==> src/rtl/dffrf_wr_arbiter.sv <==
// dffrf_wr_arbiter: shares the register-file write port between NREQ requesters and sweeps zeros on clear.
// Define DFFRF_WRARB_FIXED_PRIO_EN to replace round-robin with fixed lowest-index-first priority.
module dffrf_wr_arbiter #(
  parameter int data_w        = 32,
  parameter int addr_w        = 5,
  parameter int NREQ          = 2,
  parameter int INIT_ON_RESET = 1
) (
  input  logic                     CLK,
  input  logic                     RST_N,
  input  logic [NREQ-1:0]          REQ_VALID,
  input  logic [NREQ*addr_w-1:0]   REQ_ADDR,
  input  logic [NREQ*data_w-1:0]   REQ_DATA,
  output logic [NREQ-1:0]          REQ_READY,
  input  logic                     CLEAR_START,
  output logic                     BUSY,
  output logic                     WE,
  output logic [addr_w-1:0]        RW,
  output logic [data_w-1:0]        DW
);

  localparam int IDX_W = (NREQ > 1) ? $clog2(NREQ) : 1;
  localparam logic [addr_w:0] CNT_LAST = {1'b0, {addr_w{1'b1}}};
  localparam logic [addr_w:0] CNT_ONE  = {{addr_w{1'b0}}, 1'b1};

  typedef enum logic [0:0] {
    ST_RUN   = 1'b0,
    ST_CLEAR = 1'b1
  } state_t;

  localparam state_t ST_RESET = (INIT_ON_RESET != 0) ? ST_CLEAR : ST_RUN;

  generate
    if (NREQ < 2 || NREQ > 8) begin : g_bad_nreq
      $error("dffrf_wr_arbiter: NREQ must be in 2..8");
    end
  endgenerate

  state_t               state_r;
  logic [addr_w:0]      cnt_r;
  logic                 we_r;
  logic [addr_w-1:0]    rw_r;
  logic [data_w-1:0]    dw_r;

  logic                 grant_any_s;
  logic [IDX_W-1:0]     grant_idx_s;
  logic [addr_w-1:0]    sel_addr_s;
  logic [data_w-1:0]    sel_data_s;
  logic [NREQ-1:0]      ready_s;
  logic                 xfer_s;

`ifndef DFFRF_WRARB_FIXED_PRIO_EN
  logic [IDX_W-1:0]     rr_ptr_r;
  logic [IDX_W-1:0]     rr_next_s;
`endif

  // Grant search: first VALID requester starting at the round-robin pointer (or index 0).
  always_comb begin : arb_search
    int               cand;
    logic [IDX_W-1:0] cand_idx;
    cand        = 0;
    cand_idx    = '0;
    grant_any_s = 1'b0;
    grant_idx_s = '0;
    for (int k = 0; k < NREQ; k++) begin
`ifdef DFFRF_WRARB_FIXED_PRIO_EN
      cand = k;
`else
      cand = int'(rr_ptr_r) + k;
      if (cand >= NREQ) begin
        cand = cand - NREQ;
      end else begin
        cand = cand;
      end
`endif
      cand_idx = cand[IDX_W-1:0];
      if (!grant_any_s && REQ_VALID[cand_idx]) begin
        grant_any_s = 1'b1;
        grant_idx_s = cand_idx;
      end else begin
        grant_any_s = grant_any_s;
      end
    end
  end

  // Address/data mux for the granted requester.
  always_comb begin
    sel_addr_s = '0;
    sel_data_s = '0;
    for (int i = 0; i < NREQ; i++) begin
      if (grant_idx_s == IDX_W'(i)) begin
        sel_addr_s = REQ_ADDR[i*addr_w +: addr_w];
        sel_data_s = REQ_DATA[i*data_w +: data_w];
      end else begin
        sel_addr_s = sel_addr_s;
        sel_data_s = sel_data_s;
      end
    end
  end

  // One-hot ready, suppressed outside RUN.
  always_comb begin
    ready_s = '0;
    if (state_r == ST_RUN && grant_any_s) begin
      ready_s[grant_idx_s] = 1'b1;
    end else begin
      ready_s = '0;
    end
  end

  assign xfer_s    = (state_r == ST_RUN) && grant_any_s;
  assign REQ_READY = ready_s;
  assign BUSY      = (state_r == ST_CLEAR);
  assign WE        = we_r;
  assign RW        = rw_r;
  assign DW        = dw_r;

`ifndef DFFRF_WRARB_FIXED_PRIO_EN
  assign rr_next_s = (grant_idx_s == IDX_W'(NREQ - 1)) ? '0 : (grant_idx_s + IDX_W'(1));

  // Round-robin pointer advances past each granted requester.
  always_ff @(posedge CLK or negedge RST_N) begin
    if (!RST_N) begin
      rr_ptr_r <= '0;
    end else if (xfer_s) begin
      rr_ptr_r <= rr_next_s;
    end else begin
      rr_ptr_r <= rr_ptr_r;
    end
  end
`endif

  // RUN/CLEAR sequencer driving the registered write port.
  always_ff @(posedge CLK or negedge RST_N) begin
    if (!RST_N) begin
      state_r <= ST_RESET;
      cnt_r   <= '0;
      we_r    <= 1'b0;
      rw_r    <= '0;
      dw_r    <= '0;
    end else begin
      case (state_r)
        ST_RUN: begin
          if (xfer_s) begin
            we_r <= 1'b1;
            rw_r <= sel_addr_s;
            dw_r <= sel_data_s;
          end else begin
            we_r <= 1'b0;
          end
          // A concurrent transfer above still completes before the sweep starts.
          if (CLEAR_START) begin
            state_r <= ST_CLEAR;
            cnt_r   <= '0;
          end else begin
            state_r <= ST_RUN;
          end
        end
        ST_CLEAR: begin
          we_r  <= 1'b1;
          rw_r  <= cnt_r[addr_w-1:0];
          dw_r  <= '0;
          cnt_r <= cnt_r + CNT_ONE;
          if (cnt_r == CNT_LAST) begin
            state_r <= ST_RUN;
          end else begin
            state_r <= ST_CLEAR;
          end
        end
        default: begin
          state_r <= ST_RESET;
          cnt_r   <= '0;
          we_r    <= 1'b0;
        end
      endcase
    end
  end

endmodule

==> config.mk <==
export PLATFORM = sky130hd
export DESIGN_NAME = dffrf_wr_arbiter
export DESIGN_NICKNAME = d
export VERILOG_FILES = /design/src/rtl/dffrf_wr_arbiter.sv
export SDC_FILE = /design/constraint.sdc
export NUM_CORES = 1
export LEC_CHECK = 0
export BUFFER_PORTS_ARGS = -buffer_cell sky130_fd_sc_hd__buf_2
export CAP_MARGIN = 20
export CORE_MARGIN = 1.5
export CORE_UTILIZATION = 44
export DETAILED_ROUTE_END_ITERATION = 10
export HOLD_SLACK_MARGIN = 0.15
export PLACE_DENSITY = 0.88
export SLEW_MARGIN = 20
export SYNTH_ARGS = -nofsm -noshare
export SYNTH_HDL_FRONTEND = slang
export SYNTH_SLANG_ARGS = --single-unit
==> constraint.sdc <==
create_clock -name CLK -period 1.7 [get_ports CLK]
set_clock_uncertainty 0.05 [all_clocks]
set_input_delay 0.255 -clock CLK [delete_from_list [all_inputs] [get_ports CLK]]
set_output_delay 0.255 -clock CLK [all_outputs]
set_load 0.01 [all_outputs]
==> results.md, run 1 <==
Outcome:
- The flow ran to the end, and the final reports show no timing, DRC or antenna violations.

Flow run:
- Max-cap violations in this run came to 0.

Pwr:
- The switching power is 0.000943 W.
- Combinational logic burns 30.5% of the power.
- The proportion of power drawn by flip-flops and latches is 44.9%.
- The switching power share of the total is 29.4%.
- The areal power density over the cells is 910 nW/um^2.
- For this design the static power due to leakage is 1.87 nW.
- Internal power comes to 0.00226 W.
- IR analysis of the VDD net gives a maximum drop of 0.661 mV.
- The clock network accounts for 24.6% of the total power.

Setup path:
- The slowest stage of the critical path is the sky130_fd_sc_hd__dfrtp_2 cell.
- The endpoint arrival time on the critical path is 1.34 ns.
- STA puts the critical path data required time at 1.39 ns.
- STA classifies the critical path endpoint as an output pin.
- Among cell families on the critical path, the largest total delay comes from flip-flops.
- The logic depth of the worst register-to-register path is 4.
- The setup path with the least slack is of type flop to output pin.
- The startpoint of the most critical register-to-register path is BUSY$_DFF_PN1_.
- Counting buffers and inverters, the worst setup path is 5 cells deep.
- The endpoint identified for the worst register-to-register timing path is DW[2]$_DFFE_PN0P_.
- The type of element launching the critical path is a flop.
- Traced cell by cell, the critical path runs through buf_4, nand2b_4, nor2b_4, buf_6, buf_2.
- The endpoint of the worst setup timing path is REQ_READY[1].
- The worst setup path startpoint is rr_ptr_r$_DFFE_PN0N_.
- The critical path contains buffers and inverters numbering 3 combined.
- Along the worst path, the maximum fanout reaches 5.
- The worst stage delay on the critical path is 0.41 ns.
- The register-to-register setup slack is 0.09 ns.

Die:
- The die covers 5240 um^2.
- The cell row count is 25.
- The initial cell density of the core is 45.1%.
- The I/O pin count is 120.
- The die outline height is 72.4 um.
- The die width is 72.4 um.
- The placeable core region is 4690 um^2.

Yosys:
- After Yosys synthesis, and, or, nand and nor cells account for 16.3% of the synthesized area.
- The warning count from the yosys run is 0.
- The sequential cell area fraction in the yosys report is 54.4%.
- After synthesis, the largest family of logic cells by area is compound AO/OA/AOI/OAI gates.
- The largest total area in the synthesized netlist belongs to sky130_fd_sc_hd__dfrtp_1.
- The number of register bits inferred by synthesis is 46.
- The cell count after synthesis came out at 177.
- The netlist uses 30 different library cells.
- The mux share of post-synthesis cell area is 1.42%.
- The commonest cells after synthesis are sky130_fd_sc_hd__dfrtp_1, sky130_fd_sc_hd__a221o_1, sky130_fd_sc_hd__and2_1.
- Synthesis produced a netlist with a net count of 257.
- The primary flip-flop cell chosen by synthesis mapping is sky130_fd_sc_hd__dfrtp_1.
- Yosys attributes the largest share of cell area to sky130_fd_sc_hd__dfrtp_1, sky130_fd_sc_hd__a221o_1, sky130_fd_sc_hd__and2_1.
- The most instantiated library cell after synthesis is sky130_fd_sc_hd__dfrtp_1.
- After Yosys synthesis, XOR and XNOR cells account for 0.413% of the synthesized area.
- Summing the areas of all compound-gate instances in the mapped netlist gives 22.3% of the synthesized area.
- Of the total synthesized cell area, the portion taken by full adders, half adders and majority gates is 0.591%.
- Dividing the synthesized area by the synthesized cell count gives 12.0 um^2.
- The count of flip-flops with a built-in enable after synthesis is 0.
- The async set-or-reset flop fraction in the synthesized netlist is 100%.
- Summing every instance area after synthesis gives 2120 um^2.
- The top cell type by area accounts for 53.2% of the synthesized area.

Drt:
- The detailed router placed 2,174 vias in this run.
- The wire length reported by the detailed router is 7050 um.
- In the routed layout, each cell is associated on average with a via count of 5.28.
- The routed length per instance is 17.1 um.
- For this run, the detailed router's first-pass iteration total came to 4.
- The post-route antenna net violation count is 0.
- The post-route DRC violation count is 0.
- The count of routing violations after the opening detailed-route iteration is 163.

Global routing:
- The number of global-route vias before repair is 2,260.
- The routing layer with the top usage in global route is met2.
- The number of antenna violations at the first check in global routing came to 0.
- The total overflow reported by the global router is 0.
- Global routing used 51.1% of the available met2 tracks.
- The global-route met3 utilization is 4.17%.
- The global-route usage over all layers is 27.4%.
- Entering global routing, the biggest net connects 25 pins.
- The first global-routing pass estimated 11,000 um of wire.
- For met1 alone, demand over resource in global routing was 33.2%.

STA:
- The total count of max-transition violations in the final report is 0.
- The part of the cycle the worst path needs is 96.9%.
- Setup violations remaining at the end of the flow were counted as 0.
- Setup repair after global routing left no endpoint under its margin.
- The worst-case headroom to the max-slew limit is 61.2%.
- The smallest clock period supported by the final layout is computed as 1.65 ns.
- The final setup slack of the worst path is 0.0522 ns.
- The hold violation count in the final report is 0.
- For the pin with the worst max-slew slack, the measured transition is 0.581 ns.
- The final-layout setup total negative slack is 0 ns.
- Static timing analysis puts the maximum clock frequency at 607 MHz.

Clock network:
- TritonCTS built the clock tree.
- The H-tree generated during clock tree synthesis spans 2 levels.
- The clock latency of the later-clocked register in the worst-skew pair is 0.29 ns.
- The number of buffers on the longest clock path is 2.
- Clock tree synthesis found a total of 46 sinks.
- In this run, CTS created clock tree buffers numbering 5.
- The post-CTS clock slew at the launch and capture registers of the worst setup and hold paths is 0.09 ns.
- The root buffer cell is sky130_fd_sc_hd__clkbuf_8.

Layout:
- In the final design database the tool counted 437 nets.
- The repair_antennas step left the layout with diodes totalling 0.
- The filler cell count in the final layout is 328.
- The final design utilization is 75.1%.
- The sequential cell area in the final layout is 1150 um^2.
- The share of post-route cells with drive strength above 1 is 41.9%.
- The signed area change from the synthesized netlist to the final layout is 66.3%.
- In the final layout, the multi-input gates occupy 917 um^2.

Placement:
- Before CTS, the worst setup slack after placement is -0.167 ns.
- The HPWL after detailed placement is 3930 um.
- The number of port buffers is 119.
- The global placement routability congestion is 0.741.

Hold path:
- The kind of path behind the tightest hold check is primary input to flop.
## repair_timing
item                       CTS  global route
hold buffers                49             2
setup endpoints to repair   38            25
setup buffers                6             0
pin swaps                    0             0
hold endpoints to repair    48             2
gates cloned                 2             0
gates resized for setup     10             2
## power groups by stage
stage / registers [W] / logic (W) / clock network, W
2_1_floorplan: 0.00148 / 0.000402 / 0
3_3_place_gp: 0.00144 / 0.000761 / 0
3_5_place_dp: 0.00145 / 0.000785 / 0
4_1_cts: 0.00143 / 0.000981 / 0.000800
5_1_grt: 0.00146 / 0.00107 / 0.000839
6_report: 0.00144 / 0.000980 / 0.000789
## state kept, by name, indices dropped and copies added, names as in the netlist
register	cells
DW	32
cnt_r	6
RW	5
BUSY	1
WE	1
rr_ptr_r	1
## logic make-up (layout without fill, tap and decap cells)
logic type | Yosys count | in the layout
and+or+nand+nor | 58 | 58
xor gates and xnor gates | 1 | 1
muxes | 3 | 3
buffers and inverters | 16 | 196
DFF | 46 | 46
AOI/OAI and AO/OA | 52 | 53
adders and majority gates | 1 | 1
## placed cells by master, fill, tap and decap left out, types with 4 or more instances in the layout
cell	netlist	routed
sky130_fd_sc_hd__a221o_1	34	34
sky130_fd_sc_hd__and2_1	32	32
sky130_fd_sc_hd__buf_2	3	119
sky130_fd_sc_hd__buf_4	3	10
sky130_fd_sc_hd__clkbuf_8	0	5
sky130_fd_sc_hd__dfrtp_1	45	44
sky130_fd_sc_hd__dlygate4sd3_1	0	51
sky130_fd_sc_hd__nand2_1	6	6
sky130_fd_sc_hd__nand2b_1	9	6
sky130_fd_sc_hd__o21ai_0	4	4
## stage by stage
stage / hold slack [ns] / instances / total power, W / area (um^2)
final: 0.152 / 412 / 0.00321 / 3520
after global routing: 0.151 / 412 / 0.00337 / 3520
after CTS: 0.150 / 411 / 0.00321 / 3510
after detailed placement: 0.225 / 346 / 0.00223 / 2790
after global placement: 0.212 / 346 / 0.00221 / 2790
after floorplan: -0.0906 / 177 / 0.00188 / 2120
## layout make-up
class | instances | share of cell area [%]
well taps | 54 | 1.92
clock inverters | 1 | 0.852
inverters | 3 | 0.320
multi-input cells | 116 | 26.0
repair buffers | 185 | 36.0
clock buffers | 7 | 2.17
flip-flops and latches | 46 | 32.7
## worst min path at each step
stage                            start            endpoint  slack (ns)  cells past startpoint
final                     REQ_DATA[35]   DW[3]$_DFFE_PN0P_        0.15                      2
after global routing      REQ_DATA[31]  DW[31]$_DFFE_PN0P_        0.15                      2
after CTS                 REQ_DATA[35]   DW[3]$_DFFE_PN0P_        0.15                      2
after detailed placement         RST_N  DW[31]$_DFFE_PN0P_        0.23                      1
after global placement           RST_N  DW[31]$_DFFE_PN0P_        0.21                      1
after floorplan                  RST_N   DW[0]$_DFFE_PN0P_       -0.09                      0
## metal layers
layer  vias up  part of all wire [%]
li1       1028                     -
met1      1057                    40
met2        83                    54
met3         6                   5.2
met4         0                  0.71
met5         -                     0
(Power assumes the default switching activity.)
==> inputs of run 2 (changes only) <==
Settings changed: ABC_AREA from default to 0, RECOVER_POWER from default to 100.
==> run 2 against run 1 <==
Compared with the run above:
- first-iteration DRC count decreased by 17%
- sequential power about the same
- sequential share of layout area increased by 0.95 points
- setup slack improved by 0.015 ns
- sequential cell count unchanged
- die area unchanged
- final area decreased by 2.8%
==> results.md, run 2 (synthesis gave the netlist of run 1 again) <==
STA:
- The part of the cycle the worst path needs is 96.0% (was 96.9%).
- The worst-case hold slack was 0.150 ns (was 0.152 ns).
- The minimum period implied by the final worst setup slack is 1.63 ns (was 1.65 ns).
- The worst-case headroom to the max-slew limit is 61.0% (was 61.2%).
- The setup violation total in the final timing report is 0 (unchanged).
- Unrepaired setup endpoints after global routing: false (unchanged).
- The slew of the pin with the lowest slew margin is 0.584 ns (was 0.581 ns).
- The total count of max-transition violations in the final report is 0 (unchanged).
- The hold violation count in the final report is 0 (unchanged).
- The maximum clock rate is 613 MHz (was 607 MHz).

Clock network:
- The number of buffers on the longest clock path is 2 (unchanged).
- The CTS buffer count is 5 (unchanged).
- The post-CTS clock slew at the launch and capture registers of the worst setup and hold paths is 0.08 ns (was 0.09 ns).
- The clock tree from TritonCTS is built (unchanged).
- The clock latency of the later-clocked register in the worst-skew pair is 0.29 ns (about the same).
- The clock sink total is 46 (unchanged).
- The number of H-tree levels is 2 (unchanged).
- The root buffer cell is sky130_fd_sc_hd__clkbuf_8 (unchanged).

Die:
- The die outline height is 72.4 um (unchanged).
- The cell row count is 25 (unchanged).
- The floorplan die area is 5240 um^2 (unchanged).
- The initial cell density of the core is 45.1% (unchanged).
- The placeable core region is 4690 um^2 (unchanged).
- The die width is 72.4 um (unchanged).
- The I/O pin count is 120 (unchanged).

Global routing:
- The number of antenna violations at the first check in global routing is 0 (unchanged).
- The largest net degree at the start of global routing came to 25 (unchanged).
- The wire length of the first global-routing pass is 11,000 um (unchanged).
- The number of global-route vias before repair is 2,260 (unchanged).
- The global-route usage over all layers is 27.4% (unchanged).
- The total overflow reported by the global router came to 0 (unchanged).

Outcome:
- Status: finished, final reports clean (unchanged).

Placement:
- The global placement routability congestion is 0.741 (unchanged).
- The number of port buffers was 119 (unchanged).
- The post-DP HPWL is 3930 um (unchanged).
- The total placed instance area is 2790 um^2 (unchanged).

Drt:
- The total number of vias was 2,200 (was 2,174).
- The count of routing violations after the opening detailed-route iteration came to 135 (was 163).
- The first-pass iteration count of the detailed router is 4 (unchanged).
- The post-route DRC violation count is 0 (unchanged).
- The wire length reported by the detailed router is 7030 um (was 7050 um).
- The average vias per placed instance is 5.34 (was 5.28).
- The routed length per instance is 17.1 um (about the same).
- The post-route antenna net violation count is 0 (unchanged).

Layout:
- The net count of the finished layout was 437 (unchanged).
- The share of post-route cells with drive strength above 1 is 30.2% (was 41.9%).
- The most frequent standard cell in the layout excluding fill and tap cells is sky130_fd_sc_hd__buf_2 (unchanged).
- The number of antenna repair diodes is 0 (unchanged).
- The flip-flop count of the largest register, all copies and words added came to 32 (unchanged).
- The total non-filler cell area in the finished layout was 3420 um^2 (was 3520 um^2).
- Top library cells by usage in the layout, fill and taps aside: sky130_fd_sc_hd__buf_2, sky130_fd_sc_hd__dlygate4sd3_1, sky130_fd_sc_hd__dfrtp_1 (unchanged).
- The signed area change from the synthesized netlist to the final layout was 61.7% (was 66.3%).

Pwr:
- The highest ir drop seen on vdd is 0.638 mV (was 0.661 mV).
- The leakage power summed over all cells was 1.67 nW (was 1.87 nW).
- The areal power density over the cells is 920 nW/um^2 (was 910 nW/um^2).

Flow run:
- The max-cap violation count is 0 (unchanged).

Hold path:
- The kind of path behind the tightest hold check is primary input to flop (unchanged).

Setup path:
- The endpoint arrival time on the critical path is 1.33 ns (was 1.34 ns).
- The type of element launching the critical path is a flop (unchanged).
- The type of the worst setup path is flop to output pin (unchanged).
- The nature of the critical path endpoint was an output pin (unchanged).
- The required time at the worst-slack endpoint is 1.39 ns (about the same).
- The highest fanout seen on the critical path is 5 (unchanged).
run 2: cell count changes in the layout (fill, tap and decap cells not counted), moves of 2 or more:
cell	before	now
sky130_fd_sc_hd__and2_1	32	27
sky130_fd_sc_hd__and2_0	0	5
sky130_fd_sc_hd__clkbuf_1	2	43
sky130_fd_sc_hd__clkbuf_2	0	2
sky130_fd_sc_hd__buf_2	119	78
run 2: cell type report:
cell class / instances / area, um^2
timing repair buffer: 185 / 1170
inverter: 3 / 11.3
tap: 54 / 67.6
multi-input combinational: 116 / 912
sequential: 46 / 1150
clock buffer: 7 / 76.3
fill: 359 / 1270
clock inverter: 1 / 30.0
run 2: worst paths after layout:
path / start / to / slack [ns] / cells after the start
min in group asynchronous: RST_N / DW[31]$_DFFE_PN0P_ / 0.46 / 2
max in group asynchronous: RST_N / DW[12]$_DFFE_PN0P_ / 0.33 / 3
max reg2reg: BUSY$_DFF_PN1_ / DW[2]$_DFFE_PN0P_ / 0.08 / 5
max: rr_ptr_r$_DFFE_PN0N_ / REQ_READY[1] / 0.07 / 5
min: REQ_DATA[35] / DW[3]$_DFFE_PN0P_ / 0.15 / 2
min reg2reg: cnt_r[5]$_DFFE_PN0P_ / cnt_r[5]$_DFFE_PN0P_ / 0.46 / 1
run 2: stage by stage:
stage	worst slack (ns)	util, %	instances	TNS [ns]	total power, W
2_1_floorplan	0.204	-	177	0	0.00188
3_3_place_gp	-0.157	59.4	346	-0.177	0.00221
3_5_place_dp	-0.167	59.4	346	-0.315	0.00223
4_1_cts	0.0113	74.9	411	0	0.00321
5_1_grt	0.00686	73.0	412	0	0.00332
6_report	0.0676	73.0	412	0	0.00315
run 2: routing by layer:
| layer | GRT usage (%) | share of wire, % | vias up | routed length (um) |
|---|---|---|---|---|
| met5 | 0 | 0 | - | 0 |
| met4 | 6.50 | 0.51 | 0 | 36 |
| met3 | 4.17 | 5.4 | 4 | 379 |
| met2 | 51.1 | 54 | 94 | 3810 |
| met1 | 33.2 | 40 | 1069 | 2800 |
| li1 | - | - | 1033 | - |
run 2: where the power goes:
| part | internal [W] | leakage, nW | switching (W) | total, W |
|---|---|---|---|---|
| Sequential | 0.00129 | 0.609 | 0.000153 | 0.00144 |
| Clock | 0.000440 | 0.0524 | 0.000348 | 0.000788 |
| Combinational | 0.000483 | 1.01 | 0.000439 | 0.000923 |
| Total | 0.00221 | 1.67 | 0.000940 | 0.00315 |
run 2: repair_timing:
action                                 in CTS  in global routing
endpoints found under the hold margin      48                  2
setup endpoints to repair                  38                 25
cloned                                      2                  0
hold buffers                               49                  2
buffers inserted                            6                  0
resized for setup                          10                  2
run 2: critical path: stages, from the launching register on:
cell and delay [ns]:
sky130_fd_sc_hd__dfrtp_2 0.41, sky130_fd_sc_hd__buf_4 0.14, sky130_fd_sc_hd__nand2b_4 0.13, sky130_fd_sc_hd__nor2b_4 0.13
sky130_fd_sc_hd__buf_6 0.12, sky130_fd_sc_hd__clkbuf_2 0.12
